<file path="config.mk">
export PLATFORM = sky130hd
export DESIGN_NAME = lpc_tpm_pattern_trigger
export DESIGN_NICKNAME = d
export VERILOG_FILES = /design/src/rtl/lpc_tpm_pattern_trigger.sv
export SDC_FILE = /design/constraint.sdc
export NUM_CORES = 1
export LEC_CHECK = 0
export BUFFER_PORTS_ARGS = -buffer_cell sky130_fd_sc_hd__buf_2
export CAP_MARGIN = 20
export CORE_ASPECT_RATIO = 0.9
export CORE_MARGIN = 8
export CORE_UTILIZATION = 50
export CTS_CLUSTER_DIAMETER = 50
export DETAILED_ROUTE_END_ITERATION = 7
export PLACE_DENSITY = 0.85
export SLEW_MARGIN = 10
export SYNTH_ARGS = -nofsm -noshare
export SYNTH_HDL_FRONTEND = slang
export SYNTH_SLANG_ARGS = --single-unit
</file>
<file path="constraint.sdc">
create_clock -name clk -period 3.55 [get_ports clk]
set_input_delay 0.5325 -clock clk [delete_from_list [all_inputs] [get_ports clk]]
set_output_delay 0.5325 -clock clk [all_outputs]
set_load 0.005 [all_outputs]
</file>
<file path="src/rtl/lpc_tpm_pattern_trigger.sv">
// Watches decoded LPC reads of the TPM data FIFO for a 4-byte pattern and
// pulses trigger for one cycle on each complete match.
module lpc_tpm_pattern_trigger #(
    parameter logic [31:0] PATTERN   = 32'h2C00_0000,
    parameter logic [15:0] FIFO_ADDR = 16'h0024,
    parameter logic [23:0] TIMEOUT   = 24'd12_000_000
) (
    input  logic        clk,
    input  logic        reset,
    input  logic        in_valid,
    input  logic        in_write,
    input  logic [15:0] in_addr,
    input  logic [7:0]  in_data,
    output logic        trigger,
    output logic [7:0]  match_count,
    output logic [1:0]  match_idx
);

    localparam logic [1:0] ST_IDLE = 2'd0;
    localparam logic [1:0] ST_M1   = 2'd1;
    localparam logic [1:0] ST_M2   = 2'd2;
    localparam logic [1:0] ST_M3   = 2'd3;

    logic [1:0]  state;
    logic [1:0]  state_eff;
    logic [1:0]  state_next;
    logic [23:0] timer;
    logic [23:0] timer_next;
    logic [16:0] addr_off;
    logic        in_window;
    logic        accepted;
    logic        timeout_hit;
    logic [7:0]  expected_byte;
    logic        byte_hit;
    logic        complete;

    // 17-bit offset: addresses below the base wrap to a large value and fall outside.
    assign addr_off  = {1'b0, in_addr} - {1'b0, FIFO_ADDR};
    assign in_window = (addr_off < 17'd4);
    assign accepted  = in_valid && !in_write && in_window;

    // A timeout in the same cycle as an accepted byte wins: the byte is judged from IDLE.
    assign timeout_hit = (state != ST_IDLE) && (timer == TIMEOUT);
    assign state_eff   = timeout_hit ? ST_IDLE : state;

    always_comb begin
        expected_byte = PATTERN[31:24];
        case (state_eff)
            ST_IDLE: expected_byte = PATTERN[31:24];
            ST_M1:   expected_byte = PATTERN[23:16];
            ST_M2:   expected_byte = PATTERN[15:8];
            ST_M3:   expected_byte = PATTERN[7:0];
            default: expected_byte = PATTERN[31:24];
        endcase
    end

    assign byte_hit = (in_data == expected_byte);
    assign complete = accepted && byte_hit && (state_eff == ST_M3);

    always_comb begin
        state_next = state_eff;
        if (accepted) begin
            if (byte_hit) begin
                state_next = complete ? ST_IDLE : state_eff + 2'd1;
            end else if (in_data == PATTERN[31:24]) begin
                state_next = ST_M1;
            end else begin
                state_next = ST_IDLE;
            end
        end
    end

    // Timer measures the gap since the last accepted byte; parked at 0 in IDLE.
    always_comb begin
        timer_next = timer + 24'd1;
        if (accepted || (state_eff == ST_IDLE)) begin
            timer_next = 24'd0;
        end
    end

    always_ff @(posedge clk) begin
        if (reset) begin
            state       <= ST_IDLE;
            timer       <= 24'd0;
            trigger     <= 1'b0;
            match_count <= 8'd0;
        end else begin
            state   <= state_next;
            timer   <= timer_next;
            trigger <= complete;
            if (complete && (match_count != 8'hFF)) begin
                match_count <= match_count + 8'd1;
            end
        end
    end

    assign match_idx = state;

endmodule

</file>
==> metrics.yaml <==
area_growth_pct: 15.05
whs_ns: 0.4893
pre_cts_slack_ns: 0.1753
final.setup.tns_ns: 0
grt_pass1_wl_mm: 7.555
postRouteWirelength_mm: 4.300
drtPass1Iterations: 4
finalMaxSlewViolations: 0
clock_latency_ns: 0.29
fin_crit_ns: 3.330
status: "completed"
synth_xor_area_share_pct: 10.67
drc: 0
antenna_found_initial: 0
synth_seq_area_share_pct: 35.56
grt_max_degree: 25
die-area_um2: 6209
core_area_um2: 3757
detailed_place_hpwl_mm: 3.198
num_vias: 1767
die_h_um: 75.56
grt_usage_pct: 15.27
synth_nets: 267
synth_area_um2: 1971
cp-start-kind: "register"
power.total_uw: 709.7
place_inst: 310
critical_path_arrival_ns: 3.51
ys_ff_latch: 35
finClkSkew_ns: 0.003323
nNetsFinal: 305
cts_buffers: 5
start_util_pct: 52.45
drtIter0Drc: 97
antenna_cells: 0
gp_routability_congestion: 0.8145
drv_cap: 0
clock.fmax_ghz: 0.3003
rsz0062_at_grt: "no"
synth-edff-count: 0
p_seq_share_pct: 55.3
final_area_um2: 2267
cts_root_buf: "clkbuf_8"
overflow: 0
worst_pin_slew_ns: 0.8830
synthMuxAreaShare_pct: 3.429
wire_per_inst_um: 13.52
synth_compound_area_share_pct: 6.540
cts_tree: "built"
power.internal_uw: 543.8
pin_count: 39
rows: 21
clock_sinks: 35
fin_cells: 318
crit_type: "register to register"
synthAdderAreaFrac_pct: 3.810
power.share.switching_pct: 23.37
clock_tree.buffer_depth: 2
required_ns: 3.73
ys_warn_count: 0
p_per_area_nw_per_um2: 313.0
pwr-share-comb_pct: 5.4
hold_path_class: "register to register"
finalSetupViolCount: 0
worst-path-max-fanout: 11
drtAntennaViolNets: 0
synth_simple_gate_area_share_pct: 34.73
synth_cell_types: 46
die_w_um: 82.18
path_clk_slew_ns: 0.07
portBuffers: 36
grt_pass1_vias: 1799
ys_dominant_reg_cell: "dfxtp_1"
fin_crit_sh_pct: 93.81
power.share.clock_pct: 39.4
setup_slack_ns: 0.2197
report.final.hold_viol_count: 0
async_flop_share_pct: 0
netlist_instances: 233
viasPerCell: 5.557
drive_gt1_share_pct: 22.43
cp-end-kind: "register"
slew_headroom_pct: 40.71
ir_drop_mv: 0.1236
htree_levels: 2
avgSynthCellArea_um2: 8.458
switchingPower_uw: 165.9
synth_top_family_by_area: "simple AND/OR/NAND/NOR gates"
p_leak_nw: 0.8060
place_area_um2: 2176
finalCoreUtilization_pct: 60.34
layout make-up:
cell class              count  area, um^2
clock buffers               5       68.82
clock inverters             3       15.01
flip-flops and latches     35       700.7
repair buffers             38       195.2
inverters                  15       56.30
multi-input cells         176        1174
well taps                  46       57.56
fillers                   315        1490
registers in the layout (all words and copies together) (netlist names):
register	flops
trigger	1
timer	24
match_count	8
match_idx	2
cell families after synthesis:
family | count (synthesis)
simple gates | 122
flops | 35
xor+xnor | 24
buf+inv | 22
compound gates | 18
mux | 6
fa+ha+maj | 6
power groups by stage:
stage	sequential (mW)	clock (mW)	combinational, mW
floorplan	0.401	0	0.0193
global placement	0.401	0	0.0358
detailed placement	0.401	0	0.0380
CTS	0.392	0.284	0.0380
global route	0.392	0.300	0.0419
finish	0.392	0.279	0.0380
cells in the mapped netlist, types with 5 or more instances:
cell type  count  area (um^2)
nand4_1        7        43.79
mux2_2         5        56.30
nand2_1       11        41.29
and3_1         5        31.28
nor4_1        10        62.56
nor2b_1        6        37.54
inv_1         15        56.30
ha_1           6        75.07
xnor2_1       16        140.1
nor2_1        37        138.9
or4_1          7        52.55
xor2_1         8        70.07
nand3_1       16        80.08
dfxtp_1       35        700.7
placed cells by master (no fill, tap or decap), types with 3 or more instances in the layout:
cell type,n
a21oi_1,4
and3_1,5
buf_2,36
clkbuf_8,5
clkinv_2,3
dfxtp_1,35
ha_1,6
inv_1,15
mux2_2,5
nand2_1,11
nand3_1,16
nand4_1,7
nor2_1,37
nor2b_1,6
nor3_1,4
nor4_1,10
o21ai_0,3
o31ai_1,3
or4_1,7
xnor2_1,16
xor2_1,8
critical path, cell delays in order (launching register included):
cell and delay, ns:
dfxtp_1 0.41, inv_1 0.07, ha_1 0.18, nor4bb_1 0.13
and3_1 0.17, a21boi_1 0.19, inv_1 0.06, ha_1 0.20
or4_4 0.56, a211oi_4 0.33, nand3_4 0.17, or4_1 0.44
mux2_1 0.32
layer usage:
metal  wire length (um)  share of wire [%]  track usage (%)
met4                 87                2.0            7.393
met2               1907                 44            25.04
met5                  0                  0                0
met3                274                6.4            4.009
met1               2031                 47            18.14
final timing paths:
path                                           from                           to  slack, ns  cells past startpoint
worst max-delay path            timer[0]$_SDFF_PP0_  match_count[6]$_SDFFE_PP0P_       0.22                     12
worst min-delay path            timer[0]$_SDFF_PP0_          timer[0]$_SDFF_PP0_       0.49                      1
worst max register to register  timer[0]$_SDFF_PP0_  match_count[6]$_SDFFE_PP0P_       0.22                     12
worst min register to register  timer[0]$_SDFF_PP0_          timer[0]$_SDFF_PP0_       0.49                      1
what timing repair did:
action	in CTS	in global routing
gates resized for setup	0	1
setup buffers	0	0
hold buffers	0	0
endpoints found under the setup margin	0	1
Note: power is estimated with default switching activity, not from simulation.
